## config.mk

```make
export PLATFORM = sky130hd
export DESIGN_NAME = point_addsub_seq
export DESIGN_NICKNAME = d
export VERILOG_FILES = /design/src/rtl/point_addsub_seq.sv
export SDC_FILE = /design/constraint.sdc
export NUM_CORES = 1
export LEC_CHECK = 0
export BUFFER_PORTS_ARGS = -buffer_cell sky130_fd_sc_hd__buf_4
export CORE_MARGIN = 2
export CORE_UTILIZATION = 62
export CTS_CLUSTER_SIZE = 8
export DETAILED_ROUTE_END_ITERATION = 7
export GPL_TIMING_DRIVEN = 1
export HOLD_SLACK_MARGIN = 0.06
export PLACE_DENSITY = 0.8
export SLEW_MARGIN = 30
export SYNTH_ARGS = -nofsm -noshare
export SYNTH_HDL_FRONTEND = slang
export SYNTH_SLANG_ARGS = --single-unit
```

## constraint.sdc

```tcl
create_clock -name clk -period 17.94 [get_ports clk]
set_input_delay 3.588 -clock clk [delete_from_list [all_inputs] [get_ports clk]]
set_output_delay 3.588 -clock clk [all_outputs]
set_load 0.01 [all_outputs]
```

## src/rtl/point_addsub_seq.sv

```systemverilog
// Sequential affine point adder/subtractor over GF(p) for short-Weierstrass curves.
// One shared MSB-first modular multiplier serves every field product, including the inverse.

`ifndef DATAWIDTH
`define DATAWIDTH 8
`endif

module point_addsub_seq #(
    parameter int unsigned WIDTH = `DATAWIDTH
) (
    input  logic             clk,
    input  logic             rst_n,
    input  logic             in_valid,
    output logic             in_ready,
    input  logic             op_sub,
    input  logic [WIDTH-1:0] Px,
    input  logic [WIDTH-1:0] Py,
    input  logic             P_inf,
    input  logic [WIDTH-1:0] Qx,
    input  logic [WIDTH-1:0] Qy,
    input  logic             Q_inf,
    input  logic [WIDTH-1:0] mod_p,
    input  logic [WIDTH-1:0] coef_a,
    output logic [WIDTH-1:0] Rx_out,
    output logic [WIDTH-1:0] Ry_out,
    output logic             R_inf,
    output logic             out_valid,
    input  logic             out_ready
);

    localparam int unsigned CW = (WIDTH > 1) ? $clog2(WIDTH) : 1;

    typedef enum logic [2:0] {
        StIdle, StCheck, StNum, StInv, StLambda, StX3, StY3, StDone
    } state_e;

    function automatic logic [WIDTH-1:0] mod_add(input logic [WIDTH-1:0] x,
                                                 input logic [WIDTH-1:0] y,
                                                 input logic [WIDTH-1:0] m);
        logic [WIDTH:0] s;
        s = {1'b0, x} + {1'b0, y};
        if (s >= {1'b0, m}) s = s - {1'b0, m};
        return s[WIDTH-1:0];
    endfunction

    function automatic logic [WIDTH-1:0] mod_sub(input logic [WIDTH-1:0] x,
                                                 input logic [WIDTH-1:0] y,
                                                 input logic [WIDTH-1:0] m);
        logic [WIDTH:0] d;
        if (x >= y) d = {1'b0, x} - {1'b0, y};
        else        d = {1'b0, x} + {1'b0, m} - {1'b0, y};
        return d[WIDTH-1:0];
    endfunction

    // One double-and-add step: 2*acc (+ a) reduced back into [0, m).
    function automatic logic [WIDTH-1:0] mul_step(input logic [WIDTH-1:0] acc,
                                                  input logic [WIDTH-1:0] a,
                                                  input logic             bit_in,
                                                  input logic [WIDTH-1:0] m);
        logic [WIDTH:0] t;
        t = {acc, 1'b0};
        if (t >= {1'b0, m}) t = t - {1'b0, m};
        if (bit_in) begin
            t = t + {1'b0, a};
            if (t >= {1'b0, m}) t = t - {1'b0, m};
        end
        return t[WIDTH-1:0];
    endfunction

    state_e           state_q, state_d;
    logic [WIDTH-1:0] px_q, px_d, py_q, py_d, qx_q, qx_d, qy_q, qy_d;
    logic [WIDTH-1:0] p_q, p_d, a_q, a_d;
    logic             pinf_q, pinf_d, qinf_q, qinf_d, dbl_q, dbl_d;
    logic [WIDTH-1:0] num_q, num_d, den_q, den_d, inv_q, inv_d;
    logic [WIDTH-1:0] lam_q, lam_d, x3_q, x3_d;
    logic [WIDTH-1:0] rx_q, rx_d, ry_q, ry_d;
    logic             rinf_q, rinf_d;
    logic [WIDTH-1:0] acc_q, acc_d;
    logic [CW-1:0]    cnt_q, cnt_d, ebit_q, ebit_d;
    logic             phase_q, phase_d;

    logic [WIDTH-1:0] mul_a, mul_b, mul_res, acc_in, exp_p;
    logic             mul_busy, mul_last, mul_first;

    assign mul_busy  = (state_q == StNum) || (state_q == StInv) || (state_q == StLambda) ||
                       (state_q == StX3) || (state_q == StY3);
    assign mul_first = (cnt_q == CW'(WIDTH - 1));
    assign mul_last  = (cnt_q == '0);
    assign acc_in    = mul_first ? '0 : acc_q;
    assign mul_res   = mul_step(acc_in, mul_a, mul_b[cnt_q], p_q);
    assign exp_p     = p_q - WIDTH'(2);

    always_comb begin
        mul_a = px_q;
        mul_b = px_q;
        case (state_q)
            StInv: begin
                mul_a = inv_q;
                mul_b = phase_q ? den_q : inv_q;
            end
            StLambda: begin
                mul_a = num_q;
                mul_b = inv_q;
            end
            StX3: begin
                mul_a = lam_q;
                mul_b = lam_q;
            end
            StY3: begin
                mul_a = lam_q;
                mul_b = mod_sub(px_q, x3_q, p_q);
            end
            default: ;
        endcase
    end

    always_comb begin
        state_d   = state_q;
        px_d      = px_q;
        py_d      = py_q;
        qx_d      = qx_q;
        qy_d      = qy_q;
        p_d       = p_q;
        a_d       = a_q;
        pinf_d    = pinf_q;
        qinf_d    = qinf_q;
        dbl_d     = dbl_q;
        num_d     = num_q;
        den_d     = den_q;
        inv_d     = inv_q;
        lam_d     = lam_q;
        x3_d      = x3_q;
        rx_d      = rx_q;
        ry_d      = ry_q;
        rinf_d    = rinf_q;
        acc_d     = mul_res;
        cnt_d     = (mul_busy && !mul_last) ? cnt_q - CW'(1) : CW'(WIDTH - 1);
        ebit_d    = ebit_q;
        phase_d   = phase_q;
        in_ready  = 1'b0;
        out_valid = 1'b0;

        case (state_q)
            StIdle: begin
                in_ready = 1'b1;
                if (in_valid) begin
                    px_d    = Px;
                    py_d    = Py;
                    qx_d    = Qx;
                    // Subtraction is addition of -Q; negate y once at capture.
                    qy_d    = (op_sub && (Qy != '0)) ? mod_p - Qy : Qy;
                    pinf_d  = P_inf;
                    qinf_d  = Q_inf;
                    p_d     = mod_p;
                    a_d     = coef_a;
                    state_d = StCheck;
                end
            end
            StCheck: begin
                if (pinf_q) begin
                    rx_d    = qinf_q ? '0 : qx_q;
                    ry_d    = qinf_q ? '0 : qy_q;
                    rinf_d  = qinf_q;
                    state_d = StDone;
                end else if (qinf_q) begin
                    rx_d    = px_q;
                    ry_d    = py_q;
                    rinf_d  = 1'b0;
                    state_d = StDone;
                end else if ((px_q == qx_q) && (mod_add(py_q, qy_q, p_q) == '0)) begin
                    rx_d    = '0;
                    ry_d    = '0;
                    rinf_d  = 1'b1;
                    state_d = StDone;
                end else begin
                    dbl_d   = (px_q == qx_q) && (py_q == qy_q);
                    state_d = StNum;
                end
            end
            StNum: begin
                // The add path runs the Px^2 product too, keeping both paths equal in length.
                if (mul_last) begin
                    if (dbl_q) begin
                        num_d = mod_add(mod_add(mod_add(mul_res, mul_res, p_q), mul_res, p_q),
                                        a_q, p_q);
                        den_d = mod_add(py_q, py_q, p_q);
                    end else begin
                        num_d = mod_sub(qy_q, py_q, p_q);
                        den_d = mod_sub(qx_q, px_q, p_q);
                    end
                    inv_d   = WIDTH'(1);
                    ebit_d  = CW'(WIDTH - 1);
                    phase_d = 1'b0;
                    state_d = StInv;
                end
            end
            StInv: begin
                if (mul_last) begin
                    if (!phase_q) begin
                        inv_d   = mul_res;
                        phase_d = 1'b1;
                    end else begin
                        if (exp_p[ebit_q]) inv_d = mul_res;
                        phase_d = 1'b0;
                        if (ebit_q == '0) state_d = StLambda;
                        else              ebit_d  = ebit_q - CW'(1);
                    end
                end
            end
            StLambda: begin
                if (mul_last) begin
                    lam_d   = mul_res;
                    state_d = StX3;
                end
            end
            StX3: begin
                if (mul_last) begin
                    x3_d    = mod_sub(mod_sub(mul_res, px_q, p_q), qx_q, p_q);
                    state_d = StY3;
                end
            end
            StY3: begin
                if (mul_last) begin
                    rx_d    = x3_q;
                    ry_d    = mod_sub(mul_res, py_q, p_q);
                    rinf_d  = 1'b0;
                    state_d = StDone;
                end
            end
            StDone: begin
                out_valid = 1'b1;
                if (out_ready) state_d = StIdle;
            end
            default: state_d = StIdle;
        endcase
    end

    always_ff @(posedge clk) begin
        if (!rst_n) begin
            state_q <= StIdle;
            px_q    <= '0;
            py_q    <= '0;
            qx_q    <= '0;
            qy_q    <= '0;
            p_q     <= '0;
            a_q     <= '0;
            pinf_q  <= 1'b0;
            qinf_q  <= 1'b0;
            dbl_q   <= 1'b0;
            num_q   <= '0;
            den_q   <= '0;
            inv_q   <= '0;
            lam_q   <= '0;
            x3_q    <= '0;
            rx_q    <= '0;
            ry_q    <= '0;
            rinf_q  <= 1'b0;
            acc_q   <= '0;
            cnt_q   <= CW'(WIDTH - 1);
            ebit_q  <= '0;
            phase_q <= 1'b0;
        end else begin
            state_q <= state_d;
            px_q    <= px_d;
            py_q    <= py_d;
            qx_q    <= qx_d;
            qy_q    <= qy_d;
            p_q     <= p_d;
            a_q     <= a_d;
            pinf_q  <= pinf_d;
            qinf_q  <= qinf_d;
            dbl_q   <= dbl_d;
            num_q   <= num_d;
            den_q   <= den_d;
            inv_q   <= inv_d;
            lam_q   <= lam_d;
            x3_q    <= x3_d;
            rx_q    <= rx_d;
            ry_q    <= ry_d;
            rinf_q  <= rinf_d;
            acc_q   <= acc_d;
            cnt_q   <= cnt_d;
            ebit_q  <= ebit_d;
            phase_q <= phase_d;
        end
    end

    assign Rx_out = rx_q;
    assign Ry_out = ry_q;
    assign R_inf  = rinf_q;

endmodule

```

Word-level counts from Yosys, hierarchy flattened
Index checks and enable logic that the tools add are counted.
{ "op_classes": {"addsub": 34, "order_cmp": 15, "eq_ne": 22, "muxes": 79, "bitwise_logic": 3, "reduce_logical": 28} }
{ "op_table": {"columns": ["operator", "count"], "rows": [
  ["$mux 8", 42],
  ["$sub 8x8->8", 19],
  ["$ge 9x8->1", 7],
  ["$ge 8x8->1", 6],
  ["$pmux 8 s2", 3],
  ["$add 8x8->9", 5],
  ["$mux 3", 15],
  ["$add 8x8->8", 5],
  ["$pmux 8 s4", 1],
  ["$pmux 3 s8", 1],
  ["$pmux 8 s3", 1],
  ["$ne 2x2->1 const B", 9],
  ["$eq 8x8->1", 2],
  ["$eq 3x3->1 const B", 5],
  ["$mux 1", 10],
  ["$reduce_and 2->1", 5],
  ["$add 9x8->9", 1],
  ["$logic_not 3->1", 3],
  ["$mux 9", 1],
  ["$reduce_and 9->1", 1],
  ["$sub 9x8->9", 1],
  ["$logic_not 8->1", 1],
  ["$lt 3x4->1 const B", 2],
  ["$reduce_and 4->1", 2],
  ["19 further kinds", 33]
]} }
{ "totals": {"register_bits": 126, "out_inout_bits": 19, "word_cells": 203} }

Logic depth before layout (Yosys ltp)
Gate-level depths: netlist of the first run.
{ "logic_depth": {"depth_word": 24, "mapped_depth": 72} }

Worst setup path before layout of the first run
OpenSTA, ideal clock, no wires.
{ "synth_path": {"path_kind": "reg-to-reg", "startpoint": "reg p_q[1]", "endpoint": "reg num_q[1]", "setup_time_ps": 116, "arrival_ps": 13918, "t_required_ps": 17824, "slack_ps": 3906, "stages_incl_launch_ff": 66, "synth_period_minus_slack_ps": 14034, "cell_sequence": "dfxtp_1 inv_1 ha_1 nor2b_2 o311ai_0 a21oi_1 a221oi_2 o21bai_1 clkbuf_1 and2_1 ha_1 fa_1 a21o_1 a21oi_1 o21ai_0 nor2_1 xnor2_1 ha_1 [30 not listed] clkbuf_1 o21a_1 ha_1 a21o_1 a21oi_1 o21bai_1 a21oi_1 o21bai_1 a21oi_1 xnor2_1 ha_1 nand4_1 nor2_1 a2111oi_0 nand2_1 mux2_2 a21oi_1 nor2_1"} }
{ "synth_via": {"elab_chain_len": 23, "elab_cells_between_ends": 36} }
{ "synth_rtl": {"columns": ["element", "line_no", "rtl"], "rows": [
  ["from (decl)", "72", "logic [WIDTH-1:0] p_q, p_d, a_q, a_d;"],
  ["from (signal assigned)", "268", "p_q <= p_d;"],
  ["parallel branches: the longest is 6 deep, another holds $sub 9x8->9", null, null],
  ["$mux 8 *", "63", "if (bit_in) begin"],
  ["named net acc_d[0]", "78", "logic [WIDTH-1:0] acc_q, acc_d;"],
  ["$add 8x8->9", "41", "s = {1'b0, x} + {1'b0, y};"],
  ["$sub 8x8->8 or $ge 9x8->1 (tied branches)", "42", "if (s >= {1'b0, m}) s = s - {1'b0, m};"],
  ["$mux 8", "42", null],
  ["$mux 8", "183", "if (dbl_q) begin"],
  ["$mux 8", "182", "if (mul_last) begin"],
  ["[3 not listed]", null, null],
  ["$mux 8 *", "42", null],
  ["$mux 8 *", "183", null],
  ["$mux 8 *", "182", null],
  ["$mux 8 *", "143", "case (state_q)"],
  ["$add 8x8->9 *", "41", null],
  ["$sub 8x8->8 or $ge 9x8->1 (tied branches)", "42", null],
  ["$mux 8 *", "42", null],
  ["$mux 8 *", "183", null],
  ["to (signal assigned)", "273", "num_q <= num_d;"],
  ["to (decl)", "74", "logic [WIDTH-1:0] num_q, num_d, den_q, den_d, inv_q, inv_d;"]
]} }
Mark *: on every way through the listed nets, which the timed path passes. The select of a mux whose other input is x is not followed.
A chain may end at the register's enable or synchronous reset.

Final worst setup path of the first run
{ "layout_path": {"startpoint": "reg cnt_q[1]", "endpoint": "reg num_q[2]"} }
{ "layout_via": {"elab_chain_len": 24, "elab_cells_between_ends": 33} }
{ "layout_rtl": {"columns": ["element", "line_no", "rtl"], "rows": [
  ["from (decl)", "79", "logic [CW-1:0] cnt_q, cnt_d, ebit_q, ebit_d;"],
  ["from (signal assigned)", "259", "cnt_q <= CW'(WIDTH - 1);"],
  ["from (signal assigned)", "282", "cnt_q <= cnt_d;"],
  ["$eq 3x3->1", "87", "assign mul_first = (cnt_q == CW'(WIDTH - 1));"],
  ["$mux 8", "89", "assign acc_in = mul_first ? '0 : acc_q;"],
  ["$sub 9x8->9 or $ge 9x8->1 (tied branches)", "62", "if (t >= {1'b0, m}) t = t - {1'b0, m};"],
  ["$mux 9", "62", null],
  ["$add 9x8->9", "64", "t = t + {1'b0, a};"],
  ["$ge 9x8->1 or $sub 8x8->8 (tied branches)", "65", "if (t >= {1'b0, m}) t = t - {1'b0, m};"],
  ["$mux 8", "65", null],
  ["$mux 8 *", "63", null],
  ["named net acc_d[0]", "78", null],
  ["[8 not listed]", null, null],
  ["$mux 8 *", "42", null],
  ["$mux 8 *", "183", null],
  ["$mux 8 *", "182", null],
  ["$mux 8 *", "143", null],
  ["$add 8x8->9 *", "41", null],
  ["$sub 8x8->8 or $ge 9x8->1 (tied branches)", "42", null],
  ["$mux 8 *", "42", null],
  ["$mux 8 *", "183", null]
]} }
Mark *: on every way through the listed nets, which the timed path passes. The rest lies on a longest branch. The select of a mux whose other input is x is not followed.

==> flow_summary_export.csv, run 1 <==
group,metric,value,unit
clock_tree,path_clk_slew,0.06,ns
final_layout,fillerInstances,2066,
worst_setup_path,cp_slowest_cell,"nor4b_2",
placed_design,dp_hpwl,36200,um
grt,grt.met2_usage,60.1,%
worst_setup_path,cp-end-kind,"flop",
flow_run,maxCapViolCount,0,
floorplanning,fp.coreArea,0.0242,mm2
floorplanning,start_util,62.8,%
grt,grt_pass1_wl,76600,um
placed_design,place_congestion,0.994,
worst_setup_path,cp_common_cell,"a21oi_1",
synthesis,async_reset_ff_share,0,%
synthesis,synth_ff_type,"dfxtp_1",
final_layout,nNetsFinal,2285,
timing,setup_viol,0,
grt,met1_usage,48.5,%
grt,track_usage,37.7,%
synthesis,synth_warnings,0,
clock_tree,hold_buffers,0,
timing,tightest_slew,0.934,ns
hold_path,holdCritPathClass,"flop to flop",
worst_setup_path,path_class,"flop to flop",
timing,fmax,0.0627,GHz
worst_setup_path,worst-path-stages,66,
grt,use_met3,7.52,%
synthesis,syn_area_per_cell,7.87,um2
worst_setup_path,cpPeakStageDelay,0.72,ns
final_layout,multi_input_area,0.0117,mm2
final_layout,antenna_cells,0,
clock_tree,root_buffer,"clkbuf_16",
synthesis,synth_seq_cells,126,
route,drtPass1Iterations,7,
synthesis,synth_xor_area_share,7.54,%
worst_setup_path,critPathTopFamily,"compound AO/OA/AOI/OAI gates",
grt,globalRoute.busiestLayer,"met2",
floorplanning,die_x,161,um
floorplanning,rows,57,
timing,relSlewSlack,37.7,%
grt,grt_pass1_vias,14400,
route,vias,14800,
worst_setup_path,start_kind,"flop",
clock_tree,cts_tree,"done",
route,ant_nets,0,
route,drt-total-wl,48500,um
grt,grt_max_degree,52,
synthesis,synth-simple-area-share,15.1,%
timing,maxSlewViolCount,0,
worst_setup_path,crit_arrival,16.27,ns
synthesis,synth_compound_area_share,25.4,%
timing,grt_setup_unrepaired,"no",
clock_tree,worstSkewPairLatency,0.44,ns
synthesis,synthAdderAreaFrac,23.4,%
clock_tree,cts_buffer_depth,2,
route,drc,0,
floorplanning,die_height,161,um
synthesis,synthCells,1935,
worst_setup_path,worst-path-buf-inv,3,
clock_tree,cts_post_setup_buffers_inserted,0,
outcome,outcome,"complete, no violations",
route,vias_per_cell,6.42,
synthesis,synth_edf_count,0,
clock_tree,cts_resized,0,
synthesis,synth-seq-area-share,16.6,%
synthesis,synth_top_family_by_area,"compound AO/OA/AOI/OAI gates",
clock_tree,cts_made_buffers,17,
grt,grt_overflow,0,
hold_path,min_path_cells,2,
worst_setup_path,cp_max_fo,14,
synthesis,synth_nets,2245,
clock_tree,htree_levels,4,
placed_design,port_buffers,73,
clock_tree,cts.sinks,126,
floorplanning,io_pins,74,
timing,min_period_over_period,88.9,%
route,wl_per_cell,21.0,um
synthesis,syn_area,0.0152,mm2
grt,antenna_found_initial,1,
timing,skew,0.0129,ns
timing,tns,0,ns
synthesis,synthMuxAreaShare,5.18,%
worst_setup_path,r2r.worst_path.cells,66,
synthesis,synthDistinctLibCells,85,
floorplanning,fp.dieArea,0.0258,mm2
final_layout,layout-drive-gt1-share,9.26,%
final_layout,area_growth,9.05,%
worst_setup_path,required,18.26,ns
timing,finalHoldViolations,0,
route,drtIter0Drc,1944,
timing,fin_crit,15.95,ns
final_layout,regArea,0.00252,mm2
metal layers:
metal | part of all wire (%) | vias to the layer above
li1 | - | 6907
met1 | 41 | 6907
met2 | 44 | 777
met3 | 9.4 | 231
met4 | 5.8 | 2
met5 | 0.031 | -
worst reg2reg max path, delay by kind of cell (launching register included):
kind | cells | cell delay [ns]
AOI/OAI and AO/OA | 33 | 7.30
and+or+nand+nor | 14 | 3.18
adders and majority gates | 9 | 2.83
muxes | 4 | 1.06
DFF | 1 | 0.55
xor gates and xnor gates | 3 | 0.52
buffers and inverters | 3 | 0.40
cells in the mapped netlist, types with 12 or more instances:
cell type    n  area share, %
a21o_1      54            2.7
a211oi_1    42            2.1
xnor2_1     97            5.6
xor2_1      34            2.0
o21ai_0    107            3.5
ha_1       206             17
dfxtp_1    126             17
or3_1       12           0.49
mux2_2      20            1.5
a21oi_1    197            6.5
nor2_1     136            3.4
o21bai_1    29            1.4
and2_1      18           0.74
fa_1        49            6.4
mux2i_1     45            3.0
a21boi_0    13           0.64
inv_1      187            4.6
o211ai_1    14           0.69
clkbuf_1    57            1.4
nand2b_1    27            1.1
nand3_1     13           0.43
nand2_1    190            4.7
a221oi_1    17           0.98
nor2b_1     28            1.2
nor3_1      23           0.76
nand4_1     26            1.1
stage by stage:
stage	setup slack [ns]	area (um2)	hold slack (ns)	cells	utilization, %
after floorplan	3.91	15200	0.437	1935	-
after global placement	3.06	16000	0.442	2280	66.1
after detailed placement	2.35	16000	0.445	2280	66.1
after CTS	2.25	16600	0.462	2310	68.4
after global routing	0.613	16600	0.483	2310	68.5
final	1.99	16600	0.462	2310	68.5
layout by cell type (no fill, tap or decap), drive strengths merged, types with 34 or more instances in the layout:
cell and n:
ha 206, dfxtp 126, nor2 136, inv 187
a21o 54, a211oi 42, xnor2 97, buf 95
o21ai 109, nand2 191, a21oi 199, fa 49
xor2 34, mux2i 45
layout make-up:
type / count / share of cell area [%]
timing repair buffer: 95 / 4.30
multi-input combinational: 1545 / 70.4
clock inverter: 11 / 0.731
clock buffer: 19 / 2.61
sequential: 126 / 15.2
tap: 324 / 2.44
inverter: 190 / 4.30
final timing paths:
path / startpoint / to / slack, ns
max: cnt_q[1]$_SDFF_PN1_ / num_q[2]$_SDFFE_PN0P_ / 1.99
min: Ry_out[4]$_SDFFE_PN0P_ / Ry_out[4]$_SDFFE_PN0P_ / 0.46
max reg2reg: cnt_q[1]$_SDFF_PN1_ / num_q[2]$_SDFFE_PN0P_ / 1.99
min reg2reg: Ry_out[4]$_SDFFE_PN0P_ / Ry_out[4]$_SDFFE_PN0P_ / 0.46
cells by family after synthesis:
family	count (synthesis)
AOI/OAI and AO/OA	588
xor gates and xnor gates	131
adders and majority gates	256
buffers and inverters	264
DFF	126
muxes	72
and+or+nand+nor	498
Power of run 1 is not shown: default switching activity piles up to over one toggle a cycle in this logic, so the estimate is an artifact.
==> inputs of run 2 (changes only) <==
--- a/config.mk
+++ b/config.mk
@@ -5,14 +5,14 @@
 export SDC_FILE = /design/constraint.sdc
 export NUM_CORES = 1
 export LEC_CHECK = 0
+export ABC_AREA = 1
 export BUFFER_PORTS_ARGS = -buffer_cell sky130_fd_sc_hd__buf_4
 export CORE_MARGIN = 2
-export CORE_UTILIZATION = 62
+export CORE_UTILIZATION = 30
 export CTS_CLUSTER_SIZE = 8
 export DETAILED_ROUTE_END_ITERATION = 7
 export GPL_TIMING_DRIVEN = 1
 export HOLD_SLACK_MARGIN = 0.06
-export PLACE_DENSITY = 0.8
 export SLEW_MARGIN = 30
 export SYNTH_ARGS = -nofsm -noshare
 export SYNTH_HDL_FRONTEND = slang
==> run 2 against run 1 <==
Maximum frequency up 13%. Via count up 4.9%. First-iteration DRC count down 30%. Register-to-register slack better by 1.8 ns. Global-route usage down 17 points. Worst setup slack better by 1.8 ns. Non-clock buffer count down 5. Critical path type unchanged. Critical endpoint is now num_q[1]$_SDFFE_PN0P_. Highest routed layer is now met4.
==> flow_summary_export.csv, run 2 <==
group,metric,value,unit
synthesis,synth_ff_type,"dfxtp_1",
final_layout,fillerInstances,5460,
synthesis,synth_top_area_share,16.8,%
final_layout,nNetsFinal,2655,
synthesis,async_reset_ff_share,0,%
route,wl_per_cell,17.9,um
synthesis,synth_edf_count,0,
synthesis,synth_most_common_cell,"inv_1",
outcome,outcome,"complete, no violations",
synthesis,synth-seq-area-share,16.5,%
grt,antenna_found_initial,0,
floorplanning,die_height,230,um
clock_tree,root_buffer,"clkbuf_16",
floorplanning,die_x,230,um
floorplanning,start_util,30.5,%
timing,relSlewSlack,38.4,%
timing,tns,0,ns
route,drtPass1Iterations,5,
clock_tree,cts_tree,"done",
route,vias,15500,
worst_setup_path,critPathTopFamily,"simple AND/OR/NAND/NOR gates",
synthesis,synthDistinctLibCells,60,
final_layout,layout-drive-gt1-share,7.55,%
timing,maxSlewViolCount,0,
timing,grt_setup_unrepaired,"no",
synthesis,synth_top_cell_by_area,"ha_1",
timing,min_period_over_period,78.7,%
worst_setup_path,cpPeakStageDelay,0.53,ns
synthesis,syn_area,0.0153,mm2
clock_tree,cts_buffer_depth,2,
timing,finalHoldViolations,0,
floorplanning,fp.dieArea,0.0529,mm2
worst_setup_path,crit_arrival,14.51,ns
worst_setup_path,required,18.33,ns
timing,holdWs,0.480,ns
grt,grt_overflow,0,
placed_design,dp_hpwl,42100,um
route,ant_nets,0,
grt,grt_max_degree,73,
final_layout,final_cells,3030,
final_layout,area_growth,12.4,%
timing,fin_crit,14.12,ns
route,vias_per_cell,5.13,
synthesis,synth_area_leaders,"ha_1 17%, dfxtp_1 16%, inv_1 9.4%",
worst_setup_path,path_class,"flop to flop",
timing,fmax,0.0708,GHz
worst_setup_path,cp_max_fo,15,
floorplanning,rows,82,
clock_tree,cts_resized,0,
synthesis,synthCells,2291,
final_layout,mostFrequentLayoutCells,"382 x inv_1, 361 x nand2_1, 229 x a21oi_1, 217 x nor2_1, 212 x o21ai_0",
placed_design,dp_cells,2998,
synthesis,syn_area_per_cell,6.69,um2
grt,grt_pass1_vias,14700,
clock_tree,path_clk_slew,0.07,ns
final_layout,finalInstanceArea,0.0172,mm2
timing,setup_viol,0,
synthesis,synth_nets,2601,
synthesis,synth_warnings,0,
clock_tree,cts_post_setup_buffers_inserted,0,
route,drt-total-wl,54300,um
worst_setup_path,cp_slowest_cell,"o21ai_0",
placed_design,port_buffers,73,
grt,grt_pass1_wl,83200,um
final_layout,antenna_cells,0,
synthesis,synth_common_cells,"382 x inv_1, 361 x nand2_1, 229 x a21oi_1",
worst_setup_path,start_kind,"flop",
worst_setup_path,worst-path-buf-inv,11,
timing,skew,0.0150,ns
placed_design,place_congestion,0.925,
worst_setup_path,cp_common_cell,"nor2_1",
hold_path,holdCritPathClass,"flop to flop",
placed_design,place_area,0.0166,mm2
clock_tree,hold_buffers,0,
clock_tree,worstSkewPairLatency,0.46,ns
worst_setup_path,cp-end-kind,"flop",
timing,tightest_slew,0.916,ns
final_layout,final_common_cell,"inv_1",
grt,track_usage,20.3,%
route,drtIter0Drc,1363,
flow_run,maxCapViolCount,0,
clock_tree,cts_made_buffers,17,
synthesis,synth_seq_cells,126,
floorplanning,io_pins,74,
clock_tree,cts.sinks,126,
route,drc,0,
floorplanning,fp.coreArea,0.0503,mm2
clock_tree,htree_levels,4,
## run 2: cell type report
type                    instances  area [um2]  area share (%)
inverters                     391        1470            8.51
clock buffers                  20         467            2.71
flip-flops and latches        126        2520            14.6
repair buffers                 90         676            3.92
clock inverters                12         159           0.922
well taps                     672         841            4.88
multi-input cells            1719       11100            64.4
## run 2: logic make-up after synthesis
logic type	count (synthesis)	synth area share, %
muxes	4	0.261
and+or+nand+nor	783	22.0
xor gates and xnor gates	113	6.46
AOI/OAI and AO/OA	564	20.5
adders and majority gates	255	23.2
DFF	126	16.5
buffers and inverters	446	11.2
## run 2: path summary, 6_finish.rpt
kind / from / end / slack (ns) / depth (start not counted)
min reg2reg: cnt_q[0]$_SDFF_PN1_ / cnt_q[0]$_SDFF_PN1_ / 0.48 / 1
max: cnt_q[0]$_SDFF_PN1_ / num_q[1]$_SDFFE_PN0P_ / 3.82 / 79
min: cnt_q[0]$_SDFF_PN1_ / cnt_q[0]$_SDFF_PN1_ / 0.48 / 1
max reg2reg: cnt_q[0]$_SDFF_PN1_ / num_q[1]$_SDFFE_PN0P_ / 3.82 / 79
## run 2: metal layers
| metal | track usage, % | wire (um) | vias up |
|---|---|---|---|
| li1 | - | - | 7702 |
| met3 | 3.34 | 3660 | 106 |
| met4 | 8.85 | 2190 | 0 |
| met1 | 27.0 | 24300 | 7206 |
| met5 | 0 | 0 | - |
| met2 | 32.4 | 24100 | 531 |
## run 2: through the flow
stage                     setup WS, ns  util, %
after floorplan                   5.65        -
after global placement            4.33     33.0
after detailed placement          3.99     33.0
after CTS                         3.91     34.3
after global routing              2.00     34.3
final                             3.82     34.3
Power of run 2 is left out for the same reason.
